[src/rtl/store_buffer_if.sv]
// Request, load-return and data-memory signals of the MEM-stage store buffer.
interface store_buffer_if;
  logic        req_valid_i;
  logic        req_write_i;
  logic [31:0] req_addr_i;
  logic [31:0] req_wdata_i;
  logic        stall_o;
  logic        load_valid_o;
  logic [31:0] load_data_o;
  logic        empty_o;
  logic [31:0] mem_addr_o;
  logic        mem_write_o;
  logic        mem_read_o;
  logic [31:0] mem_wdata_o;
  logic [31:0] mem_rdata_i;

  modport master (
    output req_valid_i, req_write_i, req_addr_i, req_wdata_i, mem_rdata_i,
    input  stall_o, load_valid_o, load_data_o, empty_o,
    input  mem_addr_o, mem_write_o, mem_read_o, mem_wdata_o
  );

  modport slave (
    input  req_valid_i, req_write_i, req_addr_i, req_wdata_i, mem_rdata_i,
    output stall_o, load_valid_o, load_data_o, empty_o,
    output mem_addr_o, mem_write_o, mem_read_o, mem_wdata_o
  );
endinterface

[src/rtl/store_buffer.sv]
// Store buffer: queues stores, drains one per idle memory cycle, loads have port priority.
// STORE_BUFFER_FWD_EN: forward loads from the youngest matching entry; else stall matching loads.
module store_buffer #(
  parameter int unsigned DEPTH = 4
) (
  input logic         clk_i,
  input logic         rst_i,
  store_buffer_if.slave bus
);
  localparam int unsigned AW = $clog2(DEPTH);

  logic [29:0]   r_addr [DEPTH];
  logic [31:0]   r_data [DEPTH];
  logic [AW-1:0] r_head;
  logic [AW-1:0] r_tail;
  logic [AW:0]   r_count;
  logic          r_load_valid;
  logic [31:0]   r_load_data;

  logic          w_store_req;
  logic          w_load_req;
  logic          w_full;
  logic          w_hit;
  logic          w_stall;
  logic          w_store_acc;
  logic          w_load_acc;
  logic          w_drain;
  logic [AW-1:0] w_idx;
  logic [31:0]   w_load_result;
`ifdef STORE_BUFFER_FWD_EN
  logic [31:0]   w_fwd_data;
`endif

  assign w_store_req = bus.req_valid_i & bus.req_write_i;
  assign w_load_req  = bus.req_valid_i & ~bus.req_write_i;
  assign w_full      = (r_count == (AW+1)'(DEPTH));

  // Scan from tail-1 back toward head; the first hit is the youngest store.
  always_comb begin
    w_hit = 1'b0;
    w_idx = '0;
`ifdef STORE_BUFFER_FWD_EN
    w_fwd_data = '0;
`endif
    for (int unsigned k = 0; k < DEPTH; k++) begin
      w_idx = r_tail - AW'(k + 1);
      if (!w_hit && ((AW+1)'(k) < r_count) && (r_addr[w_idx] == bus.req_addr_i[31:2])) begin
        w_hit = 1'b1;
`ifdef STORE_BUFFER_FWD_EN
        w_fwd_data = r_data[w_idx];
`endif
      end
    end
  end

`ifdef STORE_BUFFER_FWD_EN
  assign w_stall       = w_store_req & w_full;
  assign w_load_result = w_hit ? w_fwd_data : bus.mem_rdata_i;
`else
  assign w_stall       = (w_store_req & w_full) | (w_load_req & w_hit);
  assign w_load_result = bus.mem_rdata_i;
`endif

  assign w_store_acc = w_store_req & ~w_stall;
  assign w_load_acc  = w_load_req & ~w_stall;
  assign w_drain     = (r_count != '0) & ~w_load_acc;

  always_ff @(posedge clk_i) begin
    if (!rst_i) begin
      r_head       <= '0;
      r_tail       <= '0;
      r_count      <= '0;
      r_load_valid <= 1'b0;
      r_load_data  <= '0;
      for (int unsigned i = 0; i < DEPTH; i++) begin
        r_addr[i] <= '0;
        r_data[i] <= '0;
      end
    end else begin
      if (w_store_acc) begin
        r_addr[r_tail] <= bus.req_addr_i[31:2];
        r_data[r_tail] <= bus.req_wdata_i;
        r_tail         <= r_tail + AW'(1);
      end
      if (w_drain) begin
        r_head <= r_head + AW'(1);
      end
      r_count      <= r_count + (AW+1)'(w_store_acc) - (AW+1)'(w_drain);
      r_load_valid <= w_load_acc;
      if (w_load_acc) begin
        r_load_data <= w_load_result;
      end
    end
  end

  assign bus.stall_o      = w_stall;
  assign bus.empty_o      = (r_count == '0);
  assign bus.load_valid_o = r_load_valid;
  assign bus.load_data_o  = r_load_data;
  assign bus.mem_read_o   = w_load_acc;
  assign bus.mem_write_o  = w_drain;
  assign bus.mem_addr_o   = w_load_acc ? bus.req_addr_i :
                            w_drain    ? {r_addr[r_head], 2'b00} : '0;
  assign bus.mem_wdata_o  = w_drain ? r_data[r_head] : '0;
endmodule
[src/flat_wrapper.sv]
// flat-port wrapper written by rule: the top's interface ports become plain ports
module store_buffer_flat 
#(
  parameter int unsigned DEPTH = 4
)
  (clk_i, rst_i, bus_req_valid_i, bus_req_write_i, bus_req_addr_i, bus_req_wdata_i, bus_mem_rdata_i, bus_stall_o, bus_load_valid_o, bus_load_data_o, bus_empty_o, bus_mem_addr_o, bus_mem_write_o, bus_mem_read_o, bus_mem_wdata_o);
  store_buffer_if bus_i ();
  input logic clk_i;
  input logic rst_i;
  input wire logic [$bits(bus_i.req_valid_i)-1:0] bus_req_valid_i;
  input wire logic [$bits(bus_i.req_write_i)-1:0] bus_req_write_i;
  input wire logic [$bits(bus_i.req_addr_i)-1:0] bus_req_addr_i;
  input wire logic [$bits(bus_i.req_wdata_i)-1:0] bus_req_wdata_i;
  input wire logic [$bits(bus_i.mem_rdata_i)-1:0] bus_mem_rdata_i;
  output wire logic [$bits(bus_i.stall_o)-1:0] bus_stall_o;
  output wire logic [$bits(bus_i.load_valid_o)-1:0] bus_load_valid_o;
  output wire logic [$bits(bus_i.load_data_o)-1:0] bus_load_data_o;
  output wire logic [$bits(bus_i.empty_o)-1:0] bus_empty_o;
  output wire logic [$bits(bus_i.mem_addr_o)-1:0] bus_mem_addr_o;
  output wire logic [$bits(bus_i.mem_write_o)-1:0] bus_mem_write_o;
  output wire logic [$bits(bus_i.mem_read_o)-1:0] bus_mem_read_o;
  output wire logic [$bits(bus_i.mem_wdata_o)-1:0] bus_mem_wdata_o;
  assign bus_i.req_valid_i = bus_req_valid_i;
  assign bus_i.req_write_i = bus_req_write_i;
  assign bus_i.req_addr_i = bus_req_addr_i;
  assign bus_i.req_wdata_i = bus_req_wdata_i;
  assign bus_i.mem_rdata_i = bus_mem_rdata_i;
  assign bus_stall_o = bus_i.stall_o;
  assign bus_load_valid_o = bus_i.load_valid_o;
  assign bus_load_data_o = bus_i.load_data_o;
  assign bus_empty_o = bus_i.empty_o;
  assign bus_mem_addr_o = bus_i.mem_addr_o;
  assign bus_mem_write_o = bus_i.mem_write_o;
  assign bus_mem_read_o = bus_i.mem_read_o;
  assign bus_mem_wdata_o = bus_i.mem_wdata_o;
  store_buffer #(.DEPTH(DEPTH)) u_core (.clk_i(clk_i), .rst_i(rst_i), .bus(bus_i));
endmodule
[config.mk]
export PLATFORM = sky130hd
export DESIGN_NAME = store_buffer_flat
export DESIGN_NICKNAME = d
export VERILOG_FILES = /design/src/rtl/store_buffer_if.sv /design/src/rtl/store_buffer.sv /design/src/flat_wrapper.sv
export SDC_FILE = /design/constraint.sdc
export NUM_CORES = 1
export LEC_CHECK = 0
export CORE_MARGIN = 5
export CORE_UTILIZATION = 60
export CTS_CLUSTER_DIAMETER = 30
export DETAILED_ROUTE_END_ITERATION = 8
export PLACE_DENSITY = 0.84
export SLEW_MARGIN = 15
export SYNTH_ARGS = -nofsm -noshare
export SYNTH_HDL_FRONTEND = slang
export SYNTH_SLANG_ARGS = --single-unit
[constraint.sdc]
create_clock -name clk_i -period 18.4 [get_ports clk_i]
set_input_delay 1.84 -clock clk_i [delete_from_list [all_inputs] [get_ports clk_i]]
set_output_delay 1.84 -clock clk_i [all_outputs]
set_load 0.1 [all_outputs]
# Word level (Yosys, flattened, before mapping)
# Memories as Yosys holds them, arrays and structs flattened. A register that Yosys moved wholly into a read port is not among the register bits.
# Index checks and enable logic that the tools add are counted.
# totals
mem_bits_rw	248
output_inout_bits	101
reg_bits	40
mem_count	2
word_cells	71
# memory_table
name	words	word_bits	rd	rd_ports_with_merged_regs	wr	line_no	source
u_core.r_data	4	32	1	1	4	store_buffer.sv:13	logic [31:0] r_data [DEPTH];
u_core.r_addr	4	30	5	2	4	store_buffer.sv:12	logic [29:0] r_addr [DEPTH];
# op_classes
n_mux	23
reduce_logical	14
bitwise_logic	11
addsub	7
eq_ne	5
n_lt_le_gt_ge	4
# ops
op	count
32-bit 2-to-1 mux	4
30-bit equality test	4
32-bit OR reduction	1
30-bit 2-to-1 mux	1
30-bit OR reduction	1
2-bit 2-to-1 mux	8
1-bit 2-to-1 mux	10
1-bit bitwise AND	7
1-bit logical AND	7
1-bit by 3-bit < comparator with 1-bit output, first input constant	2
2-bit by 3-bit < comparator with 1-bit output, first input constant	2
2-bit by 1-bit adder with 2-bit output, second input constant	2
2-bit subtractor, second input constant	2
3-bit by 1-bit adder with 3-bit output	1
3-bit equality test, second input constant	1
1-bit logical NOT	3
3-bit logical NOT	1
1-bit NOT	3
3-bit nonzero test	1
3-bit by 1-bit subtractor with 3-bit output	1
2-bit by 1-bit subtractor with 2-bit output, second input constant	1
1-bit OR	1

# Logic depth before layout (Yosys ltp)
# Gate-level depths: netlist (run 1).
# An unclocked memory read counts as a cell.
# depth
depth_word	26
ltp_mapped	20

# Worst setup path after synthesis (run 1)
# Ideal clock, no wire load.
# synth_path
path_kind	input-to-output
from	input bus_req_addr_i[3]
to	output bus_mem_wdata_o[23]
path_stages	10
t_required_ns	16.560
arrival_ns	6.254
n_path_buf	3
setup_slack_ns	10.306
cell_sequence	buf_1 nor3_1 nor4_1 o221ai_1 or4_1 nor4_2 nor4_1 buf_6 buf_2 nor3b_1
# synth_between
elab_chain_cells	22
# synth_lines
item	line_no	source
start, declared	flat_wrapper.sv:12	input wire logic [$bits(bus_i.req_addr_i)-1:0] bus_req_addr_i;
30-bit equality test	store_buffer.sv:47	if (!w_hit && ((AW+1)'(k) < r_count) && (r_addr[w_idx] == bus.req_addr_i[31:2])) begin
1-bit logical AND	store_buffer.sv:47	
1-bit 2-to-1 mux	store_buffer.sv:47	
1-bit logical NOT	store_buffer.sv:47	
1-bit logical AND (2 in a row)	store_buffer.sv:47	
1-bit 2-to-1 mux	store_buffer.sv:47	
1-bit logical NOT	store_buffer.sv:47	
1-bit logical AND (2 in a row)	store_buffer.sv:47	
[5 not listed]	-	
1-bit bitwise AND (*)	store_buffer.sv:60	assign w_stall = (w_store_req & w_full) | (w_load_req & w_hit);
1-bit OR (*)	store_buffer.sv:60	
1-bit NOT (*)	store_buffer.sv:65	assign w_load_acc = w_load_req & ~w_stall;
1-bit bitwise AND (*)	store_buffer.sv:65	
named net bus_mem_read_o	flat_wrapper.sv:21	output wire logic [$bits(bus_i.mem_read_o)-1:0] bus_mem_read_o;
1-bit NOT (*)	store_buffer.sv:66	assign w_drain = (r_count != '0) & ~w_load_acc;
1-bit bitwise AND (*)	store_buffer.sv:66	
32-bit 2-to-1 mux (*)	store_buffer.sv:104	assign bus.mem_wdata_o = w_drain ? r_data[r_head] : '0;
end, declared	flat_wrapper.sv:22	output wire logic [$bits(bus_i.mem_wdata_o)-1:0] bus_mem_wdata_o;
# Mark *: on every way through the listed nets, which the timed path passes. The rest lies on a longest branch.

# Worst setup path after layout (run 1)
# layout_path
from	input bus_req_addr_i[31]
to	output bus_mem_addr_o[30]
# layout_between
elab_chain_cells	23
# layout_lines
item	line_no	source
30-bit equality test	store_buffer.sv:47	
1-bit logical AND	store_buffer.sv:47	
1-bit 2-to-1 mux	store_buffer.sv:47	
1-bit logical NOT	store_buffer.sv:47	
1-bit logical AND (2 in a row)	store_buffer.sv:47	
1-bit 2-to-1 mux	store_buffer.sv:47	
1-bit logical NOT	store_buffer.sv:47	
1-bit logical AND (2 in a row)	store_buffer.sv:47	
[5 not listed]	-	
1-bit bitwise AND (*)	store_buffer.sv:60	
1-bit OR (*)	store_buffer.sv:60	
1-bit NOT (*)	store_buffer.sv:65	
1-bit bitwise AND (*)	store_buffer.sv:65	
1-bit NOT	store_buffer.sv:66	
1-bit bitwise AND	store_buffer.sv:66	
32-bit 2-to-1 mux	store_buffer.sv:103	w_drain ? {r_addr[r_head], 2'b00} : '0;
32-bit 2-to-1 mux (*)	store_buffer.sv:102	assign bus.mem_addr_o = w_load_acc ? bus.req_addr_i :
end, declared	flat_wrapper.sv:19	output wire logic [$bits(bus_i.mem_addr_o)-1:0] bus_mem_addr_o;
# Mark *: on every way between the ends. The rest lies on a longest branch, timed or not.

==> summary.md, run 1 <==
| Metric | Value |
|---|---|
| Run status | finished, final reports clean |
| Count of input and output buffers | 200 |
| Total cell area at the placement stage | roughly 0.02 mm2 |
| Number of antenna-violating nets in the routed design | 0 |
| Combinational Power Share | around two fifths |
| Cell types occupying the most area after synthesis | edfxtp_1, mux4_2, mux2i_1, dfxtp_1, nor2_1 |
| Number of flops mapped to enable cells by yosys | 248 |
| CTS root buf | clkbuf_16 |
| Postcts setup bufs | 0 |
| Post-CTS Hold Fix Bufs | 0 |
| Initial antenna violation count | 2 |
| Post-detailed-route DRC marker count | 0 |
| Library cell occupying the most area in the post-synthesis netlist | edfxtp_1 |
| Clock transition at the registers of the reported paths | 0.04 ns |
| Sum of routed wire length over all layers | around 52000 um |
| Proportion of netlist area held by the largest area contributor | a little over two fifths |
| Initial DRT Pass Iterations | 6 |
| P_sw | 0.001176 W |
| Relative slew margins | a little under a third |
| CTS Buf Count | 54 |
| Clock H-tree levels | 2 |
| Horizontal die dimension | ~180 um |
| Max VDD drop | 0.1418 mV |
| Sequential cell area fraction in the yosys report | 47.02% |
| Area Overhead vs Synth | 21.91% |
| Most instantiated flip-flop cell in the synthesis netlist | edfxtp_1 |
| Clk network pwr share | between 30% and 40% |
| Category of the most critical setup path | input port to primary output |
| Area of the core region | a little under 0.03 mm2 |
| Num Clock Sinks | approximately 290 |
| Cell area power density | about 140 mW/mm2 |
| Commonest non-fill, non-tap cell in the layout | edfxtp_1 |
| Setup repair after global routing missed its margin | false |
| PostCTS Resize Cnt | 0 |
| Final instance area | 0.02159 mm2 |
| Final Slew Violations | 0 |
| Clock insertion delay at the later pin of the skew report | around 0.55 ns |
| Internal power consumption | about 0.0018 W |
| Switching share of power | between 30% and 40% |
| Final critical delay including setup and external delays | 8.532 ns |
| Mapped cell area | ~0.018 mm2 |
| First-pass GRT wire length | approximately 80000 um |
| Type of element capturing the critical path | primary output |
| Worst-Margin Slew | ~1.0 ns |
| TritonCTS clock tree | built |
| Overall die area | around 0.033 mm2 |
| CP Data Arrival Time | between 6 and 7 ns |
| Leakage power total | 7.875 nW |
| CP Data Required Time | between 15 and 20 ns |
| Average routed wire per standard cell | 25.62 um |
| Commonest cells after routing, fill and taps aside | edfxtp_1, clkdlybuf4s50_1, nor2_1 |
| Overall power of the completed layout | between 0.003 and 0.004 W |
| Count of endpoints failing setup in the final report | 0 |
| Maximum number of pins on one net before global-route repair | 84 |
| TNS Setup | 0 ns |
| Cell count after synthesis | about 1.5k |
| WHS | ~0.45 ns |
| Sequential share of power | 27.5% |
| Syn Nets | ~1.6k |
| Share of cells above drive strength 1 | 18.04% |
| Number of fillers in the final layout | around 1.8k |
| Ant. Diodes | 0 |
| Post-synthesis async set-or-reset flop share | 0% |
| Vias per cell | ~6.3 |
| Initial Util | 60.24% |
| Std cell rows | 63 |
| Height of the die | ~180 um |
| Total number of nets in the final design | 1711 |
| Vias in the first global route | ~13k |
| CTS max path bufs | 3 |
| Mean area per synthesized cell | 12.13 um2 |
| RePlAce Congestion | ~1.1 |
| Setup crit start kind | input port |
| Number of top-level pins | 201 |
| Maximum clock frequency | about 120 MHz |
| Number of vias in the routed layout | roughly 13k |
| Share of the core filled with cells | between 70% and 80% |
| First DRT Iteration DRCs | about 1.7k |
| Critical Path Fanout Max | 45 |
| Library cells used by synthesis | between 60 and 70 |
| Setup clock skew after layout | about 0.026 ns |
| Post-synthesis register bit count | about 300 |
| Total of warnings raised by yosys | 0 |
| Period utilization | 46.37% |
| Hpwl dp | 33400 um |
| Overall global routing resource usage | a little under a third |
| Max-cap violation count | 0 |
| Path category of the worst min-delay check | register to register |
| Total congestion overflow after global routing | 0 |
| Number of hold violations in the final report | 0 |
synth_stat cells (all sizes together) (2+ instances only):
master and instances:
a21oi 14, o221ai 2, xor2 41, mux2 41, nand4b 2, nand2b 2
o21ai 13, a2111oi 4, ha 4, mux2i 112, nor2b 34, a31oi 4
and2 12, nor2 187, o22ai 3, nand2 144, o211ai 5, mux4 126
a221oi 3, a221o 2, nor3b 33, a211oi 5, nor3 18, nand3 5
buf 48, nand4 18, or4 5, a22oi 3, and3 20, nor4 11
xnor2 72, o2bb2ai 2, edfxtp 248, inv 71, dfxtp 44, clkbuf 84
o311ai 4
logic make-up after synthesis:
logic type / Yosys count / share of synthesized area (%)
and+or+nand+nor: 496 / 13.36
xor gates and xnor gates: 113 / 5.588
adders and majority gates: 5 / 0.3956
AOI/OAI and AO/OA: 72 / 2.897
DFF: 292 / 47.02
buffers and inverters: 203 / 5.101
muxes: 279 / 25.64
area by class of cell:
type	count	area (um2)	area share, %
inverter	71	266.5	1.234
clock inverter	23	285.3	1.321
multi-input combinational	965	8542	39.56
sequential	292	8342	38.63
tap	390	488.0	2.260
timing repair buffer	222	2162	10.01
clock buffer	73	1506	6.977
metrics by stage:
stage                     cells  setup slack, ns
after detailed placement   1940            9.906
after floorplan            1460            10.31
after global routing       2036            9.687
after CTS                  2036            9.912
after global placement     1940            9.922
final                      2036            9.868
power groups by stage:
stage | clock, W | sequential (W) | combinational (W)
2_1_floorplan | 0 | 0.000829 | 0.000922
3_3_place_gp | 0 | 0.000830 | 0.00120
3_5_place_dp | 0 | 0.000834 | 0.00120
4_1_cts | 0.000975 | 0.000823 | 0.00121
5_1_grt | 0.00101 | 0.000831 | 0.00126
6_report | 0.000970 | 0.000824 | 0.00121
flip-flops by register name, summed over array words and instances (netlist names), named ones only:
signal	cells
u_core.r_data	128
u_core.r_tail	2
u_core.bus.load_valid_o	1
u_core.r_head	2
u_core.bus.load_data_o	32
u_core.r_addr	120
u_core.r_count	3
final timing paths:
kind,start,cells after the start,slack [ns],end
worst max-delay path,bus_req_addr_i[31],11,9.87,bus_mem_addr_o[30]
worst max register to register,u_core.r_tail[0]$_SDFFE_PN0P_,17,12.36,u_core.r_count[2]$_SDFF_PN0_
worst min-delay path,u_core.bus.load_data_o[16]$_SDFFE_PN0P_,2,0.45,u_core.bus.load_data_o[16]$_SDFFE_PN0P_
worst min register to register,u_core.bus.load_data_o[16]$_SDFFE_PN0P_,2,0.45,u_core.bus.load_data_o[16]$_SDFFE_PN0P_
worst max-delay path: stages:
cell,delay [ns]
clkdlybuf4s50_1,0.82
o22ai_1,0.40
nor3_1,0.07
and3_1,0.19
o211ai_1,0.27
o21ai_1,0.20
nor4_2,0.30
buf_4,0.51
buf_4,0.65
mux2_4,0.27
clkdlybuf4s50_1,1.13
routing by layer:
layer  GRT usage (%)  vias up  part of all wire (%)
li1                -     5615                     -
met1           41.28     6375                    37
met2           51.87      723                    49
met5               0        -                 0.052
met4           9.667        4                   3.4
met3           7.352      130                   9.9
Power figures use the tool's default switching activity.
==> run 2, diff against run 1 <==
CORE_UTILIZATION = 52   (was 60)
PLACE_DENSITY = 0.78   (was 0.84)
clock period = 7.1 ns   (was 18.4 ns; I/O delays follow)
==> run 2 against run 1 <==
Non-clock buffer count up 8; global-route usage down 3.5 points; power rose to 2.9 times the previous value; wire length up 2.8%; via count up 1.2%; setup slack worse by 9.0 ns; first-iteration DRC count down 23%; combinational power rose to 2.5 times the previous value.
==> summary.md, run 2 (synthesized netlist as in run 1, its figures left out) <==
| Metric | Value |
|---|---|
| Area taken by flip-flops and latches | 0.008342 mm2 (unchanged) |
| Overall global routing resource usage | 27.78% (-3.5 points) |
| Setup crit start kind | register |
| Height of the die | 194.6 um (+7.0%) |
| CTS root buf | clkbuf_16 |
| CTS max path bufs | 3 (unchanged) |
| Library cell appearing most often on the critical path | or4_1 |
| Cell area power density | 385.7 mW/mm2 (+180%) |
| Number of top-level pins | 201 (unchanged) |
| Count of input and output buffers | 200 (unchanged) |
| Setup clock skew after layout | 0.02076 ns (-0.004869 ns) |
| RR Endpoint | u_core.r_count[2]$_SDFF_PN0_ |
| Initial Util | 52.69% (-7.6 points) |
| Setup repair after global routing missed its margin | false |
| Register-to-register path setup slack | 1.58 ns (-10.78 ns) |
| Critical Path Fanout Max | 50 (+11%) |
| Clock insertion delay at the later pin of the skew report | 0.56 ns (about the same) |
| Postcts setup bufs | 0 (unchanged) |
| Area Overhead vs Synth | 25.79% |
| Number of antenna-violating nets in the routed design | 0 (unchanged) |
| Area of the core region | 0.03362 mm2 (+14%) |
| CP Data Arrival Time | 5.52 ns (-1.17 ns) |
| First-pass GRT wire length | 81630 um (+2.4%) |
| Total congestion overflow after global routing | 0 (unchanged) |
| Max-cap violation count | 0 (unchanged) |
| Start point of the worst min-delay path | u_core.bus.load_data_o[10]$_SDFFE_PN0P_ |
| Worst hold endpoint | u_core.bus.load_data_o[10]$_SDFFE_PN0P_ |
| CP Data Required Time | 6.39 ns (-10.17 ns) |
| Max VDD drop | 0.3931 mV (+180%) |
| TNS Setup | 0 ns (unchanged) |
| RePlAce Congestion | 1.012 (-4.6%) |
| Footprint of the multi-input gates | 0.008542 mm2 (unchanged) |
| CTS Buf Count | 69 (+28%) |
| RR Startpoint | u_core.r_tail[0]$_SDFFE_PN0P_ |
| Category of the most critical setup path | register to primary output |
| Count of endpoints failing setup in the final report | 0 (unchanged) |
| Std cell rows | 67 (+6.3%) |
| Vias in the first global route | 13.50k (+1.5%) |
| Clock transition at the registers of the reported paths | 0.04 ns (about the same) |
| Post-CTS Hold Fix Bufs | 0 (unchanged) |
| Total number of nets in the final design | 1734 (+1.3%) |
| Slowest cell on the critical path | clkdlybuf4s50_1 |
| CP cell instances | buf_12 -> buf_4 -> mux2i_1 -> nor2_1 -> o21ai_0 -> nand4_1 -> or4_1 -> or4_1 -> nand2_1 -> o311a_1 -> clkdlybuf4s50_1 |
| Run status | finished, final reports clean |
| Overall die area | 0.03785 mm2 (+15%) |
| Final Slew Violations | 0 (unchanged) |
| Horizontal die dimension | 194.6 um (+7.0%) |
| Maximum number of pins on one net before global-route repair | 70 (-17%) |
| Clock H-tree levels | 3 (+1) |
| Average routed wire per standard cell | 25.16 um (-1.8%) |
| Worst-Margin Slew | 1.055 ns (+0.01684 ns) |
| Hpwl dp | 34380 um (+2.9%) |
| Maximum clock frequency | ~160 MHz |
| Sum of routed wire length over all layers | 53610 um (+2.8%) |
| Leakage power total | 8.363 nW (+6.2%) |
| PostCTS Resize Cnt | 0 (unchanged) |
| Largest register by flop count | u_core.r_data |
| Number of fillers in the final layout | 2397 (+30%) |
| Number of cells on the worst hold path | 2 (unchanged) |
| Total cell area at the placement stage | 0.01981 mm2 (about the same) |
| Path category of the worst min-delay check | register to register |
| Initial antenna violation count | 0 (-2) |
| Commonest cells after routing, fill and taps aside | edfxtp_1, nor2_1, nand2_1 |
| Relative slew margins | 29.08% (-1.5 points) |
| Period utilization | between 80 and 90% |
| Final critical delay including setup and external delays | 6.232 ns |
| First DRT Iteration DRCs | 1299 (-23%) |
| Ant. Diodes | 0 (unchanged) |
| Type of element capturing the critical path | primary output |
| Number of hold violations in the final report | 0 (unchanged) |
| Crit path largest cell delay | 1.18 ns (+0.05 ns) |
| Share of cells above drive strength 1 | 24.12% (+6.1 points) |
| Post-detailed-route DRC marker count | 0 (unchanged) |
| Number of vias in the routed layout | 13.00k (+1.2%) |
| Number of flip-flops under the largest register name | 128 (unchanged) |
| Final instance area | 0.02228 mm2 (+3.2%) |
| TritonCTS clock tree | built |
| Num Clock Sinks | 292 (unchanged) |
| Commonest non-fill, non-tap cell in the layout | edfxtp_1 |
| Worst Reg2Reg Path Length in Cells | 17 (unchanged) |
| Vias per cell | 6.099 (-3.3%) |
| Initial DRT Pass Iterations | 6 (unchanged) |
==> run 2: per-layer routing <==
layer  track usage, %  share of wire (%)  up-vias
li1                 -                  -     5682
met1            37.62                 39     6529
met2            45.87                 49      691
met3            5.904                8.8       94
met4            7.760                2.3        0
met5                0                  0        -
==> run 2: area by class of cell <==
type / instances / share of cell area (%)
multi-input combinational: 965 / 38.34
sequential: 292 / 37.44
timing repair buffer: 230 / 9.401
clock buffer: 83 / 8.362
clock inverter: 42 / 2.741
tap: 448 / 2.516
inverter: 71 / 1.196
==> run 2: stage by stage <==
step	util, %	total power (W)	hold slack, ns	instances	setup WS, ns
2_1_floorplan	-	0.004538	0.5403	1460	0.4662
3_3_place_gp	58.92	0.005224	0.4416	2006	1.492
3_5_place_dp	58.92	0.005249	0.4487	2006	1.475
4_1_cts	66.27	0.008629	0.4573	2131	0.8825
5_1_grt	66.27	0.008863	0.4780	2131	0.6667
6_report	66.27	0.008593	0.4555	2131	0.8682
==> run 2: worst max-delay path: cells and delay by family (launching register included) <==
| family | cells | cell delay [ns] |
|---|---|---|
| AO/OA/AOI/OAI | 2 | 0.49 |
| buffers and inverters | 3 | 1.78 |
| flip-flops | 1 | 0.93 |
| multiplexers | 1 | 0.29 |
| AND/OR/NAND/NOR | 5 | 1.46 |
==> run 2: power by group <==
part           internal, W  leakage [nW]  switching, W
registers          0.00200          2.93      0.000156
logic              0.00102          4.23       0.00207
clock network      0.00235          1.20       0.00101
total              0.00536          8.36       0.00323
==> run 2: worst max path at each step <==
stage | startpoint | end | slack, ns
after global routing | u_core.r_tail[0]$_SDFFE_PN0P_ | bus_stall_o | 0.67
after CTS | u_core.r_tail[0]$_SDFFE_PN0P_ | bus_stall_o | 0.88
after floorplan | u_core.r_tail[1]$_SDFFE_PN0P_ | u_core.r_addr[2][0]$_SDFFCE_PN0P_ | 0.47
after detailed placement | u_core.r_tail[0]$_SDFFE_PN0P_ | bus_stall_o | 1.47
after global placement | u_core.r_tail[0]$_SDFFE_PN0P_ | bus_stall_o | 1.49
final | u_core.r_tail[0]$_SDFFE_PN0P_ | bus_stall_o | 0.87
